--- src/rtl/det_engine_arbiter.sv ---
// det_engine_arbiter
//   Lets NREQ requesters share one determinant engine. The engine takes a
//   packed matrix and a level-held start, and returns done plus an 8-bit det.
//   A requester wins by round-robin. The arbiter captures the winner's matrix,
//   runs the engine start/done handshake and returns the result to the winner
//   as a one-cycle rsp_valid pulse. A watchdog aborts the transaction if the
//   engine never finishes. In that case rsp_err=1 and rsp_det=0.
// Ports
//   clk, rst_n  : rising-edge clock, asynchronous active-low reset
//   req         : per-requester request, held until its ack
//   req_matrix  : requester k matrix at [k*MAT_W +: MAT_W]
//   ack         : one-cycle pulse, request accepted and matrix captured
//   rsp_valid   : one-cycle pulse, result for the requester on rsp_det/rsp_err
//   rsp_det     : result byte; holds until the next response
//   rsp_err     : 1 when the engine timed out
//   busy        : high while a transaction is in flight
//   eng_matrix  : captured matrix driven to the engine
//   eng_start   : level start to the engine, dropped once done is seen
//   eng_done    : engine done, high while eng_start is high
//   eng_det     : engine result, valid while eng_done is high
module det_engine_arbiter #(
  parameter int NREQ    = 4,
  parameter int MAT_W   = 200,
  parameter int TIMEOUT = 255
) (
  input  logic                  clk,
  input  logic                  rst_n,
  input  logic [NREQ-1:0]       req,
  input  logic [NREQ*MAT_W-1:0] req_matrix,
  output logic [NREQ-1:0]       ack,
  output logic [NREQ-1:0]       rsp_valid,
  output logic [7:0]            rsp_det,
  output logic                  rsp_err,
  output logic                  busy,
  output logic [MAT_W-1:0]      eng_matrix,
  output logic                  eng_start,
  input  logic                  eng_done,
  input  logic [7:0]            eng_det
);

  localparam int PW = (NREQ > 1) ? $clog2(NREQ) : 1;

  typedef enum logic [1:0] {
    IDLE  = 2'd0,
    RUN   = 2'd1,
    DRAIN = 2'd2,
    RESP  = 2'd3
  } state_t;

  state_t              state_r;
  state_t              state_s;
  logic [PW-1:0]       rr_ptr_r;
  logic [PW-1:0]       grant_r;
  logic [15:0]         wdog_r;
  logic [7:0]          det_q_r;
  logic                err_q_r;
  logic [NREQ-1:0]     ack_r;
  logic [NREQ-1:0]     rsp_valid_r;
  logic [7:0]          rsp_det_r;
  logic                rsp_err_r;
  logic                busy_r;
  logic [MAT_W-1:0]    eng_matrix_r;
  logic                eng_start_r;
  logic [PW:0]         pick_s;
  logic [PW-1:0]       win_s;
  logic                win_found_s;
  logic                timeout_s;

  // Round-robin pick: the MSB flags a winner, the low bits hold its index.
  // The scan starts at ptr and wraps modulo NREQ.
  function automatic logic [PW:0] pick(input logic [NREQ-1:0] r, input logic [PW-1:0] p);
    logic [PW:0] res;
    int          idx;
    res = '0;
    for (int i = 0; i < NREQ; i++) begin
      idx = (int'(p) + i) % NREQ;
      if (!res[PW] && r[idx]) begin
        res = {1'b1, PW'(idx)};
      end else begin
        res = res;
      end
    end
    return res;
  endfunction

  function automatic logic [NREQ-1:0] onehot(input logic [PW-1:0] idx);
    logic [NREQ-1:0] v;
    v      = '0;
    v[idx] = 1'b1;
    return v;
  endfunction

  function automatic logic [PW-1:0] next_ptr(input logic [PW-1:0] g);
    if (g == PW'(NREQ - 1)) begin
      return '0;
    end else begin
      return g + PW'(1'b1);
    end
  endfunction

  // Winner selection and watchdog expiry.
  always_comb begin
    pick_s      = pick(req, rr_ptr_r);
    win_found_s = pick_s[PW];
    win_s       = pick_s[PW-1:0];
    timeout_s   = (wdog_r == 16'(TIMEOUT - 1));
  end

  // Next-state logic. In RUN, done is tested before the timeout, so done wins a tie.
  always_comb begin
    state_s = state_r;
    case (state_r)
      IDLE: begin
        if (win_found_s) begin
          state_s = RUN;
        end else begin
          state_s = IDLE;
        end
      end
      RUN: begin
        if (eng_done || timeout_s) begin
          state_s = DRAIN;
        end else begin
          state_s = RUN;
        end
      end
      DRAIN: begin
        if (!eng_done) begin
          state_s = RESP;
        end else begin
          state_s = DRAIN;
        end
      end
      RESP:    state_s = IDLE;
      default: state_s = IDLE;
    endcase
  end

  // State register.
  always_ff @(posedge clk or negedge rst_n) begin
    if (!rst_n) begin
      state_r <= IDLE;
    end else begin
      state_r <= state_s;
    end
  end

  // Datapath: grant capture, engine handshake, watchdog and response registers.
  always_ff @(posedge clk or negedge rst_n) begin
    if (!rst_n) begin
      rr_ptr_r     <= '0;
      grant_r      <= '0;
      wdog_r       <= 16'd0;
      det_q_r      <= 8'd0;
      err_q_r      <= 1'b0;
      ack_r        <= '0;
      rsp_valid_r  <= '0;
      rsp_det_r    <= 8'd0;
      rsp_err_r    <= 1'b0;
      busy_r       <= 1'b0;
      eng_matrix_r <= '0;
      eng_start_r  <= 1'b0;
    end else begin
      ack_r       <= '0;
      rsp_valid_r <= '0;
      busy_r      <= (state_s != IDLE);
      case (state_r)
        IDLE: begin
          if (win_found_s) begin
            eng_matrix_r <= req_matrix[int'(win_s)*MAT_W +: MAT_W];
            ack_r        <= onehot(win_s);
            eng_start_r  <= 1'b1;
            grant_r      <= win_s;
            rr_ptr_r     <= next_ptr(win_s);
            wdog_r       <= 16'd0;
          end
        end
        RUN: begin
          if (eng_done) begin
            det_q_r     <= eng_det;
            err_q_r     <= 1'b0;
            eng_start_r <= 1'b0;
          end else if (timeout_s) begin
            det_q_r     <= 8'd0;
            err_q_r     <= 1'b1;
            eng_start_r <= 1'b0;
          end else begin
            wdog_r <= wdog_r + 16'd1;
          end
        end
        DRAIN: begin
          eng_start_r <= 1'b0;
        end
        RESP: begin
          rsp_valid_r <= onehot(grant_r);
          rsp_det_r   <= det_q_r;
          rsp_err_r   <= err_q_r;
        end
        default: begin
          eng_start_r <= 1'b0;
        end
      endcase
    end
  end

  assign ack        = ack_r;
  assign rsp_valid  = rsp_valid_r;
  assign rsp_det    = rsp_det_r;
  assign rsp_err    = rsp_err_r;
  assign busy       = busy_r;
  assign eng_matrix = eng_matrix_r;
  assign eng_start  = eng_start_r;

endmodule

--- config.mk ---
export PLATFORM = sky130hd
export DESIGN_NAME = det_engine_arbiter
export DESIGN_NICKNAME = d
export VERILOG_FILES = /design/src/rtl/det_engine_arbiter.sv
export SDC_FILE = /design/constraint.sdc
export NUM_CORES = 1
export LEC_CHECK = 0
export ABC_AREA = 1
export BUFFER_PORTS_ARGS = -buffer_cell sky130_fd_sc_hd__buf_2
export CAP_MARGIN = 20
export CORE_AREA = 2 2 404 406
export CTS_BUF_LIST = sky130_fd_sc_hd__clkbuf_8
export CTS_CLUSTER_DIAMETER = 150
export DETAILED_ROUTE_END_ITERATION = 10
export DIE_AREA = 0 0 406 408
export PLACE_DENSITY_LB_ADDON = 0.15
export RECOVER_POWER = 100
export SLEW_MARGIN = 20
export SYNTH_ARGS = -nofsm -noshare
export SYNTH_HDL_FRONTEND = slang
export SYNTH_SLANG_ARGS = --single-unit
--- constraint.sdc ---
create_clock -name clk -period 2.8 [get_ports clk]
set_input_delay 0.56 -clock clk [delete_from_list [all_inputs] [get_ports clk]]
set_output_delay 0.56 -clock clk [all_outputs]
set_load 0.02 [all_outputs]
==> results of run 1 <==
[flip-flops by register name, summed over array words and instances (netlist names)]
signal,flops
rsp_valid,4
grant_r,2
busy,1
rsp_err,1
state_r,2
eng_start,1
rr_ptr_r,2
err_q_r,1
eng_matrix,200
wdog_r,16
rsp_det,8
ack,4
det_q_r,8
[synth_stat cells (2+ instances only)]
cell type | count | area share
nand2_1 | 945 | 0.19
nand3_1 | 699 | 0.19
inv_1 | 572 | 0.12
dfrtp_1 | 250 | 0.34
or2_1 | 213 | 0.072
buf_2 | 110 | 0.030
clkbuf_1 | 50 | 0.010
or2_2 | 29 | 0.0098
o21ai_0 | 25 | 0.0067
or2_0 | 21 | 0.0071
nor2_1 | 17 | 0.0034
buf_1 | 9 | 0.0018
buf_4 | 8 | 0.0032
xor2_1 | 8 | 0.0038
ha_1 | 7 | 0.0047
nor3_1 | 7 | 0.0019
nand4_1 | 6 | 0.0020
clkbuf_2 | 4 | 0.0011
inv_2 | 4 | 0.00081
nor4_1 | 4 | 0.0013
buf_6 | 3 | 0.0018
xnor2_1 | 3 | 0.0014
a21oi_1 | 2 | 0.00054
nand2_2 | 2 | 0.00067
nand2_4 | 2 | 0.0012
nor2_4 | 2 | 0.0012
[layer usage]
metal | up-vias | global-route usage | share of wire
li1 | 11100 | - | -
met1 | 10800 | 0.171 | 0.43
met2 | 675 | 0.234 | 0.48
met3 | 171 | 0.0307 | 0.057
met4 | 34 | 0.0469 | 0.028
met5 | - | 0 | 0.0018
[path summary, 6_finish.rpt]
check | to | slack (ns) | cells after the start
setup / recovery | eng_matrix[198]$_DFFE_PN0P_ | 0.17 | 13
max in group asynchronous | eng_matrix[73]$_DFFE_PN0P_ | 0.28 | 3
hold / removal | eng_matrix[55]$_DFFE_PN0P_ | 0.13 | 4
setup reg to reg | eng_matrix[198]$_DFFE_PN0P_ | 0.17 | 13
min in group asynchronous | eng_matrix[108]$_DFFE_PN0P_ | 1.07 | 2
hold reg to reg | rsp_det[0]$_DFFE_PN0P_ | 0.47 | 2
[stage by stage]
stage | hold slack (ns) | power (W) | std cells
floorplan | 0.264 | 0.0233 | 3005
global placement | 0.455 | 0.0346 | 6118
detailed placement | 0.458 | 0.0345 | 6118
CTS | 0.000886 | 0.0397 | 6235
global route | 0.0679 | 0.0420 | 6248
finish | 0.132 | 0.0380 | 6252
[logic make-up after synthesis]
family / Yosys count / synth area share
adder cells (fa/ha/maj): 7 / 0.00472
buffers and inverters: 761 / 0.164
XOR/XNOR: 11 / 0.00519
flip-flops: 250 / 0.337
AO/OA/AOI/OAI: 27 / 0.00728
AND/OR/NAND/NOR: 1949 / 0.481
[where the power goes]
part | internal [W] | total, W | leakage, nW | switching, W
Sequential | 0.00547 | 0.00660 | 3.11 | 0.00113
Clock | 0.00267 | 0.00486 | 0.700 | 0.00219
Combinational | 0.00842 | 0.0266 | 11.5 | 0.0181
Total | 0.0166 | 0.0380 | 15.3 | 0.0215
[cell type report]
class | instances | area, um^2 | share of cell area
Multi-Input combinational cell | 1994 | 9300 | 0.335
Sequential cell | 250 | 6260 | 0.225
Timing Repair Buffer | 1133 | 6050 | 0.217
Tap cell | 2175 | 2720 | 0.0979
Inverter | 577 | 2170 | 0.0779
Clock buffer | 74 | 1020 | 0.0366
Clock inverter | 32 | 249 | 0.00896
Antenna cell | 17 | 42.5 | 0.00153
[worst reg2reg max path, stage by stage (launching register included)]
cell     delay [ns]
dfrtp_1        0.46
buf_4          0.19
nand2_1        0.05
nand2_1        0.14
nand2_1        0.10
o21ai_1        0.14
nand3_1        0.21
nand2_8        0.14
nand2_8        0.11
buf_12         0.18
buf_6          0.29
or2_1          0.26
nand3_1        0.15
nand3_1        0.09
[cells in the final DEF (no fill, tap or decap), drive strengths merged]
cell / n
a21oi: 2
buf: 890
bufinv: 3
clkbuf: 306
clkinv: 13
clkinvlp: 3
dfrtp: 250
diode: 17
dlygate4sd3: 11
ha: 7
inv: 590
nand2: 949
nand3: 700
nand3b: 1
nand4: 6
nor2: 19
nor3: 7
nor4: 4
o21ai: 25
or2: 263
xnor2: 3
xor2: 8
[timing repair]
item                                    in CTS  in global routing
endpoints found under the setup margin       0                 15
gates resized for setup                      0                  6
setup buffers                                0                  0
endpoints found under the hold margin       56                  0
hold buffers                                11                  0
==> results.sh, run 1 <==
export IMPL_die_x_um=406
export IMPL_finalWirelength_um=119000
export IMPL_final_util=0.172
export IMPL_clk_latency_ns=0.72
export IMPL_synth_edff_count=0
export IMPL_r2r_start="rr_ptr_r[0]$_DFFE_PN0P_"
export IMPL_port_buffers=1033
export IMPL_fin_crit_sh=0.941
export IMPL_final_layout_size_suffix_gt1_frac=0.256
export IMPL_grt_pass1_vias=23300
export IMPL_cp_top_family="simple AND/OR/NAND/NOR gates"
export IMPL_clock_fmax_mhz=380
export IMPL_fillCellCount=19200
export IMPL_setup_tns_ns=0
export IMPL_ys_warn_count=0
export IMPL_numCtsBuffers=60
export IMPL_cap_violations=1
export IMPL_clock_sinks=250
export IMPL_wl_per_cell_um=19.0
export IMPL_pwr_density_cell_mw_per_mm2=1370
export IMPL_grt_first_pass_wirelength_um=166000
export IMPL_vias=22800
export IMPL_critPathBufInv=3
export IMPL_startpoint="rr_ptr_r[0]$_DFFE_PN0P_"
export IMPL_syn_cell_area_mm2=0.0186
export IMPL_initial_core_util=0.115
export IMPL_critPathCaptureType="register"
export IMPL_synth_cells=3005
export IMPL_drc=0
export IMPL_first_pass_iters=5
export IMPL_slowest_delay_ns=0.46
export IMPL_hold_viol_final=0
export IMPL_antenna_found_initial=43
export IMPL_grt_max_degree=77
export IMPL_drv_slew=53
export IMPL_period_needed_ns=2.63
export IMPL_syn2layout_area_growth_pct=49.9
export IMPL_dieArea_mm2=0.166
export IMPL_final_antenna_net_count=0
export IMPL_ys_seq_area_frac=0.337
export IMPL_clkTransAtPathRegs_ns=0.06
export IMPL_slew_headroom=-0.578
export IMPL_critPathMaxFanout=35
export IMPL_ys_types=29
export IMPL_synth_seq_cells=250
export IMPL_start_kind="register"
export IMPL_final_setup_viol_count=0
export IMPL_worst_slack_ns=0.167
export IMPL_htree_levels=2
export IMPL_drt_iter0_markers=1203
export IMPL_post_dp_cell_area_mm2=0.0267
export IMPL_core_mm2=0.162
export IMPL_path_class="register to register"
export IMPL_clock_skew_ns=0.0246
export IMPL_place_ws_ns=0.114
export IMPL_std_cell_rows=148
export IMPL_hpwl_um=95600
export IMPL_clock_tree_buffer_depth=3
export IMPL_cp_slowest_cell="dfrtp_1"
export IMPL_fin_area_mm2=0.0278
export IMPL_tightest_slew_ns=2.37
export IMPL_vias_per_cell=3.64
export IMPL_ios=1034
export IMPL_crit_chain="buf_4 -> nand2_1 -> nand2_1 -> nand2_1 -> o21ai_1 -> nand3_1 -> nand2_8 -> nand2_8 -> buf_12 -> buf_6 -> or2_1 -> nand3_1 -> nand3_1"
export IMPL_rsz0062_at_grt="no"
export IMPL_synthFlopType="dfrtp_1"
export IMPL_irDropWorstVdd_mv=0.851
export IMPL_nNetsFinal=4838
export IMPL_grt_total_usage=0.138
export IMPL_fp_dieH_um=408
export IMPL_grt_ovfl_total=0
export IMPL_hold_path_class="primary input to register"
export IMPL_syn_avg_cell_area_um2=6.17
export IMPL_status="finished with violations"
export IMPL_gp_congestion=0.880
export IMPL_critical_path_arrival_ns=3.22
export IMPL_synthesis_nets=3827
export IMPL_worstHoldStart="req_matrix[655]"
export IMPL_ys_async_sr_fraction=1.00
export IMPL_cts_tree="done"
export IMPL_power_leakage_nw=15.3
export IMPL_violations="max-capacitance violations, max-slew violations"
export IMPL_required_ns=3.39
export IMPL_root_buffer="clkbuf_8"
Power figures use the tool's default switching activity.
==> inputs of run 2 (changes only) <==
- CELL_PAD_IN_SITES_DETAIL_PLACEMENT: not set -> 1
- CELL_PAD_IN_SITES_GLOBAL_PLACEMENT: not set -> 2
- CORE_AREA: 2 2 404 406 -> 2 2 405 407
- DIE_AREA: 0 0 406 408 -> 0 0 407 409
==> results.sh, run 2 (synthesized netlist as in run 1, its figures left out) <==
export IMPL_port_buffers=1033
export IMPL_htree_levels=3
export IMPL_largest_reg_flops=200
export IMPL_clkTransAtPathRegs_ns=0.05
export IMPL_grt_max_degree=103
export IMPL_cts_tree="done"
export IMPL_std_cell_rows=148
export IMPL_period_needed_ns=2.56
export IMPL_first_pass_iters=5
export IMPL_pwr_density_cell_mw_per_mm2=1410
export IMPL_fp_dieH_um=409
export IMPL_drt_iter0_markers=1121
export IMPL_syn2layout_area_growth_pct=51.2
export IMPL_tightest_slew_ns=1.54
export IMPL_clock_power_share=0.130
export IMPL_rsz0062_at_grt="no"
export IMPL_final_setup_viol_count=0
export IMPL_p_int_w=0.0173
export IMPL_wl_per_cell_um=21.7
export IMPL_hold_path_class="primary input to register"
export IMPL_place_ws_ns=-0.0287
export IMPL_gp_congestion=0.808
export IMPL_critPathMaxFanout=17
export IMPL_nNetsFinal=4858
export IMPL_layout_common_cells="944 x nand2_1, 813 x buf_2, 696 x nand3_1"
export IMPL_final_common_cell="nand2_1"
export IMPL_holdWs_ns=0.132
export IMPL_final_antenna_net_count=0
export IMPL_finalWirelength_um=136000
export IMPL_p_switching_w=0.0223
export IMPL_fin_crit_sh=0.916
export IMPL_clock_skew_ns=0.0604
export IMPL_vias=23300
export IMPL_grt_pass1_vias=24400
export IMPL_final_cells=6278
export IMPL_final_layout_size_suffix_gt1_frac=0.257
export IMPL_slew_headroom=-0.0274
export IMPL_critPathCaptureType="register"
export IMPL_violations="max-capacitance violations, max-slew violations"
export IMPL_numCtsBuffers=67
export IMPL_clk_latency_ns=0.74
export IMPL_power_leakage_nw=15.5
export IMPL_post_cts_buffers=0
export IMPL_start_kind="register"
export IMPL_irDropWorstVdd_mv=0.949
export IMPL_switching_share=0.563
export IMPL_clock_tree_buffer_depth=3
export IMPL_fillCellCount=20300
export IMPL_grt_ovfl_total=0
export IMPL_clock_sinks=250
export IMPL_vias_per_cell=3.71
export IMPL_required_ns=3.40
export IMPL_grt_total_usage=0.159
export IMPL_clock_fmax_mhz=390
export IMPL_dieArea_mm2=0.166
export IMPL_final_util=0.173
export IMPL_die_x_um=407
export IMPL_ios=1034
export IMPL_drc=0
export IMPL_grt_first_pass_wirelength_um=188000
export IMPL_dp_cells=6133
export IMPL_hpwl_um=110000
export IMPL_setup_tns_ns=0
export IMPL_antenna_found_initial=119
export IMPL_core_mm2=0.162
export IMPL_worst_slack_ns=0.236
export IMPL_share_comb_of_total_power=0.703
export IMPL_status="finished with violations"
export IMPL_drv_slew=48
export IMPL_cap_violations=1
export IMPL_initial_core_util=0.115
export IMPL_path_class="register to register"
export IMPL_critical_path_arrival_ns=3.16
export IMPL_root_buffer="clkbuf_8"
export IMPL_hold_viol_final=0
export IMPL_pwr_share_seq=0.167
## run 2: changes by cell type in the layout (fill, tap and decap cells not counted), sizes merged
cell / previous run / this run
diode: 17 / 21
inv: 590 / 595
dlygate4sd3: 11 / 8
bufinv: 3 / 1
clkinvlp: 3 / 2
buf: 890 / 895
clkbuf: 306 / 330
clkinv: 13 / 7
## run 2: per-layer routing
| metal | share of wire | track usage | up-vias |
|---|---|---|---|
| met5 | 0.0023 | 0 | - |
| met4 | 0.029 | 0.0334 | 48 |
| met3 | 0.053 | 0.0394 | 302 |
| met2 | 0.52 | 0.297 | 675 |
| met1 | 0.40 | 0.180 | 11100 |
| li1 | - | - | 11200 |
## run 2: cell type report
type	count	area, um^2	share of cell area
Clock buffer	87	1200	0.0427
Multi-Input combinational cell	1994	9320	0.332
Clock inverter	28	159	0.00567
Antenna cell	21	52.6	0.00187
Inverter	577	2170	0.0773
Tap cell	2175	2720	0.0970
Timing Repair Buffer	1146	6170	0.220
Sequential cell	250	6260	0.223
## run 2: worst max-delay path, cell delays in order, from the launching register on
cell and delay, ns:
dfrtp_2 0.47, inv_2 0.17, nand2_1 0.07, nand2_1 0.12, nand2_1 0.11, o21ai_1 0.16
nand3_2 0.16, nand2_8 0.15, nand2_8 0.07, buf_12 0.16, buf_4 0.21, clkbuf_2 0.15
or2_2 0.28, nand3_1 0.07, nand3_1 0.07
## run 2: path summary, 6_finish.rpt
check	from	end	cells past startpoint	slack, ns
worst min register to register	grant_r[1]$_DFFE_PN0P_	rsp_valid[0]$_DFF_PN0_	1	0.47
max in group asynchronous	rst_n	eng_matrix[91]$_DFFE_PN0P_	3	0.41
worst max register to register	rr_ptr_r[0]$_DFFE_PN0P_	eng_matrix[177]$_DFFE_PN0P_	14	0.24
worst max-delay path	rr_ptr_r[0]$_DFFE_PN0P_	eng_matrix[177]$_DFFE_PN0P_	14	0.24
min in group asynchronous	rst_n	eng_matrix[61]$_DFFE_PN0P_	2	0.39
worst min-delay path	eng_det[1]	det_q_r[1]$_DFFE_PN0P_	3	0.13
## run 2: timing repair
item,4_1_cts,5_1_grt
resized for setup,2,7
hold buffers,8,0
hold endpoints to repair,52,0
setup endpoints to repair,1,154
pin swaps,0,0
gates cloned,0,1
## run 2: power groups by stage
stage	clock network, W	logic, W	registers (W)
CTS	0.00549	0.0293	0.00659
global route	0.00560	0.0314	0.00684
finish	0.00516	0.0278	0.00660
global placement	0	0.0292	0.00662
detailed placement	0	0.0292	0.00660
floorplan	0	0.0151	0.00821
## run 2: per-stage QoR
stage	area, um^2	power [W]
CTS	28400	0.0414
detailed placement	26900	0.0358
global placement	26900	0.0358
floorplan	18600	0.0233
global route	28000	0.0438
finish	28000	0.0396
